<file path="config.mk">
export PLATFORM = sky130hd
export DESIGN_NAME = uart_rx_fifo
export DESIGN_NICKNAME = d
export VERILOG_FILES = /design/src/rtl/uart_pkg.sv /design/src/rtl/uart_fifo_mem.sv /design/src/rtl/uart_rx_fifo.sv
export SDC_FILE = /design/constraint.sdc
export NUM_CORES = 1
export LEC_CHECK = 0
export ABC_CLOCK_PERIOD_IN_PS = 4450
export BUFFER_PORTS_ARGS = -buffer_cell sky130_fd_sc_hd__buf_2
export CAP_MARGIN = 40
export CORE_ASPECT_RATIO = 1.5
export CORE_MARGIN = 2
export CORE_UTILIZATION = 35
export CTS_CLUSTER_DIAMETER = 100
export DETAILED_ROUTE_END_ITERATION = 8
export GPL_TIMING_DRIVEN = 1
export PLACE_DENSITY_LB_ADDON = 0.12
export RECOVER_POWER = 25
export SETUP_SLACK_MARGIN = 0.05
export SLEW_MARGIN = 25
export SYNTH_ARGS = -nofsm -noshare
export SYNTH_HDL_FRONTEND = slang
export SYNTH_SLANG_ARGS = --single-unit
</file>
<file path="constraint.sdc">
create_clock -name clk -period 4.45 [get_ports clk]
set_clock_uncertainty 0.05 [all_clocks]
set_input_delay 0.89 -clock clk [delete_from_list [all_inputs] [get_ports clk]]
set_output_delay 0.89 -clock clk [all_outputs]
set_load 0.05 [all_outputs]
</file>
<file path="src/rtl/uart_pkg.sv">
// Shared definitions for the UART receive path: default byte width, default
// receive FIFO depth and the width helper for occupancy counters.
package uart_pkg;

   // Byte width produced by the UART receiver.
   localparam int UART_DATA_WIDTH = 8;

   // Default number of entries in the receive FIFO.
   localparam int UART_FIFO_DEPTH = 16;

   // An occupancy counter must hold 0..depth inclusive, so it needs one bit
   // more than a pointer into a power-of-two array of that depth.
   function automatic int uart_cnt_width(input int depth);
      return $clog2(depth) + 1;
   endfunction

endpackage : uart_pkg

</file>
<file path="src/rtl/uart_fifo_mem.sv">
// Storage array for the UART receive FIFO: DEPTH x DATA_WIDTH registers with
// one synchronous write port and one asynchronous (combinational) read port.
module uart_fifo_mem
   import uart_pkg::*;
#(
   parameter int DATA_WIDTH = UART_DATA_WIDTH,
   parameter int DEPTH      = UART_FIFO_DEPTH,
   localparam int AW        = $clog2(DEPTH)
) (
   input  logic                  clk,
   input  logic                  rst_n,
   input  logic                  we,
   input  logic [AW-1:0]         waddr,
   input  logic [DATA_WIDTH-1:0] wdata,
   input  logic [AW-1:0]         raddr,
   output logic [DATA_WIDTH-1:0] rdata
);

   logic [DATA_WIDTH-1:0] mem_q [DEPTH];

   // Write one entry per cycle; reset clears every entry so the head byte
   // reads as zero while the FIFO is empty after reset.
   // NOTE: resetting the array costs a reset net on every storage flop; it is
   // kept because the empty FIFO must present a defined m_data of zero.
   always_ff @(posedge clk or negedge rst_n) begin
      if (!rst_n) begin
         for (int i = 0; i < DEPTH; i++) begin
            // NOTE: non-blocking assignment for all clocked state, so every
            // register samples its pre-edge value regardless of statement order.
            mem_q[i] <= '0;
         end
      end else if (we) begin
         mem_q[waddr] <= wdata;
      end
   end

   // Head-of-queue read is purely combinational from the read address.
   assign rdata = mem_q[raddr];

endmodule : uart_fifo_mem

</file>
<file path="src/rtl/uart_rx_fifo.sv">
// Receive-side byte buffer behind the UART receiver. Each rx_done strobe
// pushes one byte into a circular FIFO; bytes leave over a valid/ready
// stream. A byte arriving while the FIFO is full and not being read is
// dropped and recorded in the sticky overrun flag.
module uart_rx_fifo
   import uart_pkg::*;
#(
   parameter int DATA_WIDTH  = UART_DATA_WIDTH,
   parameter int DEPTH       = UART_FIFO_DEPTH,
   parameter int AFULL_LEVEL = 12
) (
   input  logic                              clk,
   input  logic                              rst_n,
   input  logic                              rx_done,
   input  logic [DATA_WIDTH-1:0]             rx_data_in,
   output logic [DATA_WIDTH-1:0]             m_data,
   output logic                              m_valid,
   input  logic                              m_ready,
   output logic [uart_cnt_width(DEPTH)-1:0]  count,
   output logic                              almost_full,
   output logic                              overrun,
   input  logic                              overrun_clr
);

   localparam int AW = $clog2(DEPTH);
   localparam int CW = uart_cnt_width(DEPTH);

   localparam logic [CW-1:0] FULL_CNT  = CW'(DEPTH);
   localparam logic [CW-1:0] AFULL_CNT = CW'(AFULL_LEVEL);
   localparam logic [CW-1:0] CNT_ONE   = CW'(1);
   localparam logic [AW-1:0] PTR_ONE   = AW'(1);

   logic [AW-1:0] rd_ptr_q, rd_ptr_d;
   logic [AW-1:0] wr_ptr_q, wr_ptr_d;
   logic [CW-1:0] count_q,  count_d;
   logic          overrun_q, overrun_d;

   logic full;
   logic push;
   logic pop;
   logic drop;

   // Handshake decode. A full FIFO can still take a byte in the cycle its
   // head is read, because the pop frees the slot the push will fill.
   assign full = (count_q == FULL_CNT);
   assign pop  = m_valid & m_ready;
   assign push = rx_done & (~full | pop);
   assign drop = rx_done & full & ~pop;

   // Next-state logic for pointers, occupancy and the sticky overrun flag.
   always_comb begin
      // NOTE: every variable gets a default first so no path leaves it
      // unassigned, which would otherwise infer a latch.
      rd_ptr_d  = rd_ptr_q;
      wr_ptr_d  = wr_ptr_q;
      count_d   = count_q;
      overrun_d = overrun_q;

      // Pointers are exactly log2(DEPTH) bits, so DEPTH-1 + 1 wraps to 0.
      if (push) begin
         wr_ptr_d = wr_ptr_q + PTR_ONE;
      end
      if (pop) begin
         rd_ptr_d = rd_ptr_q + PTR_ONE;
      end

      unique case ({push, pop})
         2'b10:   count_d = count_q + CNT_ONE;
         2'b01:   count_d = count_q - CNT_ONE;
         default: count_d = count_q;
      endcase

      // A drop in the same cycle as a clear must still leave the flag set,
      // otherwise that lost byte would go unreported.
      if (drop) begin
         overrun_d = 1'b1;
      end else if (overrun_clr) begin
         overrun_d = 1'b0;
      end
   end

   // State registers; reset empties the FIFO immediately.
   always_ff @(posedge clk or negedge rst_n) begin
      if (!rst_n) begin
         rd_ptr_q  <= '0;
         wr_ptr_q  <= '0;
         count_q   <= '0;
         overrun_q <= 1'b0;
      end else begin
         rd_ptr_q  <= rd_ptr_d;
         wr_ptr_q  <= wr_ptr_d;
         count_q   <= count_d;
         overrun_q <= overrun_d;
      end
   end

   uart_fifo_mem #(
      .DATA_WIDTH (DATA_WIDTH),
      .DEPTH      (DEPTH)
   ) u_mem (
      .clk   (clk),
      .rst_n (rst_n),
      .we    (push),
      .waddr (wr_ptr_q),
      .wdata (rx_data_in),
      .raddr (rd_ptr_q),
      .rdata (m_data)
   );

   // All status outputs come from registered state only; none depends on
   // m_ready or rx_done in the same cycle.
   assign m_valid     = (count_q != '0);
   assign count       = count_q;
   assign almost_full = (count_q >= AFULL_CNT);
   assign overrun     = overrun_q;

endmodule : uart_rx_fifo

</file>
==> results of run 1 <==
==> per-stage QoR <==
step	util, %	worst slack [ns]	power [mW]	hold WS, ns	cell area, µm²
2_1_floorplan	-	0.9671	4.285	0.4026	6641
3_3_place_gp	37.95	1.095	4.855	0.4143	7038
3_5_place_dp	38.34	0.9985	4.942	0.4243	7111
4_1_cts	41.53	0.8777	6.391	0.2726	7702
5_1_grt	41.53	0.5189	6.687	0.4485	7702
6_report	41.53	0.9798	6.298	0.4313	7702
==> sequential cells by signal, summed over array words and instances, names as in the netlist <==
| register | flops |
|---|---|
| u_mem.mem_q | 128 |
| rd_ptr_q | 4 |
| count | 5 |
| wr_ptr_q | 4 |
| overrun | 1 |
==> cells by family (layout without fill, tap and decap cells) <==
group	after synthesis	after routing	synth area share [%]
buffers and inverters	31	78	1.809
multiplexers	163	163	33.06
AND/OR/NAND/NOR	54	54	4.333
XOR/XNOR	11	11	1.451
AO/OA/AOI/OAI	34	34	4.145
adder cells (fa/ha/maj)	9	9	1.696
flip-flops	142	142	53.50
==> routing by layer <==
metal  routed length [µm]  share of wire [%]
met3                  278                1.9
met1                 6174                 43
met4                  192                1.3
met2                 7748                 54
met5                    0                  0
==> power by group <==
| part | internal [mW] | total, mW | switching (mW) |
|---|---|---|---|
| clock network | 0.892 | 1.43 | 0.533 |
| logic | 1.25 | 2.55 | 1.29 |
| registers | 1.92 | 2.33 | 0.408 |
==> cell type report <==
type	instances	area, µm²
Clock buffer	21	450.4
Clock inverter	11	141.4
Fill cell	1731	10840
Inverter	3	11.26
Multi-Input combinational cell	271	2968
Sequential cell	142	3555
Tap cell	252	315.3
Timing Repair Buffer	43	261.5
==> cells in the final DEF, fill, tap and decap left out, types with 2 or more instances in the layout <==
| cell type | synthesis | layout |
|---|---|---|
| nor2_1 | 16 | 16 |
| clkbuf_1 | 23 | 4 |
| o21a_1 | 2 | 2 |
| bufinv_16 | 0 | 3 |
| nor2_2 | 3 | 3 |
| nor3b_1 | 2 | 2 |
| buf_4 | 0 | 12 |
| or2_2 | 2 | 2 |
| nand2_1 | 12 | 12 |
| o211ai_2 | 3 | 3 |
| a21o_1 | 2 | 2 |
| mux2_2 | 123 | 123 |
| dfrtp_1 | 142 | 141 |
| clkinv_2 | 0 | 4 |
| mux4_2 | 32 | 32 |
| mux2_1 | 8 | 8 |
| o21ai_0 | 2 | 2 |
| a22oi_1 | 16 | 16 |
| nor2b_1 | 4 | 4 |
| buf_2 | 3 | 27 |
| ha_1 | 9 | 9 |
| nand2b_1 | 5 | 5 |
| clkinvlp_4 | 0 | 3 |
| xor2_1 | 5 | 5 |
| and2_1 | 2 | 2 |
| nor3_2 | 4 | 4 |
| xnor2_1 | 6 | 6 |
| a21oi_1 | 2 | 2 |
| clkbuf_16 | 0 | 17 |
| inv_1 | 3 | 3 |
==> critical path, stage by stage, from the launching register on <==
cell,delay (ns)
dfrtp_2,0.67
buf_12,0.29
mux4_2,0.53
a22oi_1,0.25
nand2_1,0.11
buf_2,0.23
==> worst max-delay path by stage <==
stage                endpoint  slack [ns]        start
global route         count[1]        0.52        rst_n
global placement     count[4]        1.09      m_ready
CTS                 m_data[3]        0.88  rd_ptr_q[0]
finish              m_data[3]        0.98  rd_ptr_q[0]
detailed placement   count[4]         1.0      m_ready
floorplan            count[4]        0.97     count[2]
==> impl_results.md, run 1 <==
- Final worst path period share: about 78%
- Drc violations: 0
- Initial Util: a little over a third
- Clock transition at path regs: ~0.060 ns
- Minimum clock period: ~3.5 ns
- Drt initial violations: roughly 120
- Post-CTS Hold Buffers: 0
- Setup Fix Bufs, Post-CTS: 0
- First-pass GRT wire length: 23690 µm
- Post-synthesis sequential area ratio: a little over half
- R2R depth: 9
- Reg-to-reg setup timing slack: 0.99 ns
- Post-synth net total: about 470
- Clock sinks: 142
- Die area: approximately 0.02 mm²
- Die Span Y: ~170 µm
- Leak: 3.276 nW
- Prevailing post-synth register cell: dfrtp_1
- WS Path Type: register to primary output
- Clk root buf: clkbuf_16
- Synth warn: 0
- Critical R2R Capture: count[4]
- Die Wd: ~120 µm
- RSZ-0062 raised after global routing: false
- Max-Cap Viols: 1
- CP arrival: 2.53 ns
- Worst r2r src: count[2]
- Met2 usage: 26.84%
- Final Non-Filler Cells: 743
- GRT busiest layer: met2
- Most frequent cell after synthesis: dfrtp_1
- Violated checks: max-capacitance violations, max-slew violations
- Drt pass-1 iters: 4
- Cell area after synthesis: between 0.006 and 0.007 mm²
- CTS tree: yes
- Met3 Usage GRT: under 10%
- Initial antenna violation count: 0
- Final ANT Viol Nets: 0
- Fmax: around 290 MHz
- Max_slew headroom: -15.85%
- Synth top area share: a little over half
- Final Wtd Congestion: between 0.7 and 0.8
- Status: complete, but fails checks
- P&R area growth vs syn: 15.98%
- I/O Pins: 29
- Final WL: ~14000 µm
- Slew @ Worst Pin: 1.738 ns
- Layout cells sized above 1: between 40 and 50%
- Placed wire-length estimate: approximately 10000 µm
- Count of final hold-check violations: 0
- Nets: 500
- Worst Setup End Kind: primary output
- Antenna Cells: 0
- Skew-Pair Late Insertion Delay: between 0.4 and 0.5 ns
- Crit path max fanout: 23
- Hold WC Path Type: register to register
- Post-synthesis instance total: 444
- Final Max Slew Viols: 71
- Largest net degree at the start of global routing: ~70
- CTS Buf Count: 17
- Max Root-Sink Buffers: 2
- FF+latch count, synth: roughly 140
- Port Buf Inserts: 28
- Ys async rst share: 100.0%
- Endpoint, Worst Hold: u_mem.mem_q[62]
- EDFF count, synth: 0
- Row count: 61
- Placed Cells: 707
- # resized after CTS: 0
- Post-synth top area cell: dfrtp_1
- Worst Path Required: ~3.5 ns
- Syn avg cell area: 14.96 µm²
- H-Tree Depth: 4
- WHS Path Cells: 1
- CORE AREA: between 0.015 and 0.02 mm²
- Sum of negative setup slack: 0 ns
- Top cells by area, synth: dfrtp_1 (54%), mux2_2 (21%), mux4_2 (11%), a22oi_1 (1.8%), ha_1 (1.7%)
- Peak supply drop: between 0.3 and 0.4 mV
- Residual overflow from global routing: 0
- Total vias in the final route: ~3.8k
- DR vias/cell: 5.048
- Pwr Density: 817.7 mW/mm²
- Global-route usage over all layers: approximately 16%
- Startpoint types: register
- Post-synthesis cell type count: 37
- HP Start: u_mem.mem_q[62]
- Drt wl/cell: ~19 µm
- Routing usage on met1: about a fifth
- Final setup fails: 0
- Vias in the first global route: 4053
- Synth cell count leaders: dfrtp_1 (142), mux2_2 (123), mux4_2 (32), clkbuf_1 (23)
No activity file was read; power rests on OpenSTA's default activity.
==> run 2: changes to the inputs <==
--- a/config.mk
+++ b/config.mk
@@ -5,7 +5,7 @@
 export SDC_FILE = /design/constraint.sdc
 export NUM_CORES = 1
 export LEC_CHECK = 0
-export ABC_CLOCK_PERIOD_IN_PS = 4450
+export ABC_CLOCK_PERIOD_IN_PS = 3050
 export BUFFER_PORTS_ARGS = -buffer_cell sky130_fd_sc_hd__buf_2
 export CAP_MARGIN = 40
 export CORE_ASPECT_RATIO = 1.5
==> constraint.sdc (replaced) <==
create_clock -name clk -period 3.05 [get_ports clk]
set_clock_uncertainty 0.05 [all_clocks]
set_input_delay 0.61 -clock clk [delete_from_list [all_inputs] [get_ports clk]]
set_output_delay 0.61 -clock clk [all_outputs]
set_load 0.05 [all_outputs]
==> impl_results.md, run 2 (synthesis gave the netlist of run 1 again) <==
- Critical Path, Cell by Cell: buf_4 > mux4_2 > a22oi_1 > nand2_1 > buf_2
- Violated checks: max-capacitance violations, max-slew violations
- Layout cells sized above 1: 52.30% (+3.4 points)
- Residual overflow from global routing: 0 (unchanged)
- CTS Buf Count: 17 (unchanged)
- Skew-Pair Late Insertion Delay: 0.41 ns (about the same)
- Largest net degree at the start of global routing: 69 (-2.8%)
- Clock sinks: 142 (unchanged)
- Global-route usage over all layers: 15.87% (+0.20 points)
- Clk root buf: clkbuf_16
- Leak: 3.332 nW (+1.7%)
- Final setup fails: 0 (unchanged)
- Number of fillers in the final layout: 1702 (-1.7%)
- Slowest stage delay, CP: 0.54 ns (-0.13 ns)
- Antenna Cells: 0 (unchanged)
- CP arrival: 2.23 ns (-0.30 ns)
- Placed cell areas: 0.007222 mm² (+1.6%)
- Max Root-Sink Buffers: 2 (unchanged)
- Crit path max fanout: 6 (-74%)
- Commonest non-fill, non-tap cell in the layout: dfrtp_1
- Slowest CP cell: mux4_2
- Met2 usage: 26.87% (about the same)
- CTS tree: yes
- Sum of negative setup slack: 0 ns (unchanged)
- Die area: 0.02012 mm² (unchanged)
- Final Max Slew Viols: 69 (-2.8%)
- Hold WC Path Type: input port to register
- DR vias/cell: 5.069 (+0.41%)
- WS Path Type: register to primary output
- Final Wtd Congestion: 0.7482 (+2.3%)
- Total Power: 9.323 mW (+48%)
- Final WL: 14650 µm (+1.8%)
- Initial Util: 35.81% (unchanged)
- Slew @ Worst Pin: 1.711 ns (-0.02699 ns)
- Row count: 61 (unchanged)
- P&R area growth vs syn: 17.88%
- Clock transition at path regs: 0.06 ns (about the same)
- Initial antenna violation count: 0 (unchanged)
- Nets: 509 (+1.8%)
- Minimum clock period: between 2 and 3 ns
- Final worst path period share: between 90 and 100%
- Met3 Usage GRT: 3.225% (unchanged)
- Die Wd: 116.5 µm (unchanged)
- Drt pass-1 iters: 4 (unchanged)
- Die Span Y: 172.7 µm (unchanged)
- Final ANT Viol Nets: 0 (unchanged)
- Most frequent cells in the layout: dfrtp_1 (139), mux2_2 (123), mux4_2 (32)
- Total vias in the final route: 3807 (+1.5%)
- Drt initial violations: 135 (+14%)
- Post-route cell area: 0.007829 mm² (+1.6%)
- Routing usage on met1: 20.31% (+0.82 points)
- Fmax: approximately 350 MHz
- I/O Pins: 29 (unchanged)
- Placed wire-length estimate: 10060 µm (+0.20%)
- First-pass GRT wire length: 23930 µm (+1.0%)
- Vias in the first global route: 4193 (+3.5%)
- Port Buf Inserts: 28 (unchanged)
- Number of flip-flops in the largest register: 128 (unchanged)
- Worst Path Required: 2.39 ns (-1.12 ns)
- H-Tree Depth: 4 (unchanged)
- Max-Cap Viols: 1 (unchanged)
- Count of final hold-check violations: 0 (unchanged)
- Pwr Density: 1191 mW/mm² (+46%)
- Drt wl/cell: 19.50 µm (+0.67%)
- Status: complete, but fails checks
- CORE AREA: 0.01855 mm² (unchanged)
- Max_slew headroom: -14.05% (+1.8 points)
- Drc violations: 0 (unchanged)
- GRT busiest layer: met2
- RSZ-0062 raised after global routing: true
- Worst Setup End Kind: primary output
- Largest register by flop count: u_mem.mem_q
- Startpoint types: register
- Peak supply drop: 0.7240 mV (+130%)
## run 2: cell count changes in the layout (fill, tap and decap cells not counted), moves of 2 or more
cell | before | now
clkbuf_1 | 4 | 0
dfrtp_2 | 1 | 3
dfrtp_1 | 141 | 139
ha_1 | 9 | 7
buf_4 | 12 | 20
clkbuf_8 | 1 | 3
## run 2: cell type report
cell class | instances | area (µm²) | share of cell area, %
clock buffers | 20 | 466.7 | 5.961
clock inverters | 11 | 116.4 | 1.486
inverters | 3 | 11.26 | 0.1438
multi-input cells | 271 | 3017 | 38.53
flip-flops and latches | 142 | 3557 | 45.44
well taps | 252 | 315.3 | 4.027
repair buffers | 52 | 345.3 | 4.411
## run 2: worst paths after layout
check,to,cells after the start,from,slack (ns)
worst max register to register,count[4],9,count[1],0.25
worst max-delay path,m_data[1],5,rd_ptr_q[0],0.16
worst min register to register,u_mem.mem_q[38],1,u_mem.mem_q[38],0.43
min in group asynchronous,u_mem.mem_q[122],1,rst_n,0.60
worst min-delay path,overrun,2,overrun_clr,0.34
max in group asynchronous,u_mem.mem_q[22],2,rst_n,0.70
## run 2: where the power goes
group | total (mW) | internal (mW) | leakage, nW | switching [mW]
combinational | 3.94 | 1.94 | 1.31 | 2.00
clock | 2.04 | 1.26 | 0.283 | 0.785
sequential | 3.34 | 2.80 | 1.74 | 0.539
## run 2: repair_timing
action                                  in CTS  in global routing
resized for setup                            0                  2
hold endpoints to repair                     0                  0
endpoints found under the setup margin       0                  6
buffers inserted                             0                  2
hold buffers                                 0                  0
## run 2: through the flow
stage	std cells	hold WS [ns]	worst slack, ns	util, %
2_1_floorplan	444	0.2644	0.0001898	-
3_3_place_gp	707	0.4158	0.2308	38.58
3_5_place_dp	716	0.4212	0.1858	38.94
4_1_cts	747	0.1741	0.06778	42.08
5_1_grt	751	0.3596	0.03250	42.21
6_report	751	0.3443	0.1609	42.21
## run 2: critical path, delay by kind of cell (launching register included)
kind,cells,cell delay (ns)
flops,1,0.44
simple gates,1,0.13
mux,1,0.54
buf+inv,2,0.44
compound gates,1,0.26
## run 2: routing by layer
layer	up-vias	wire length, µm
met5	-	0
met4	0	176
met3	12	305
met2	38	7755
met1	2031	6409
li1	1726	-
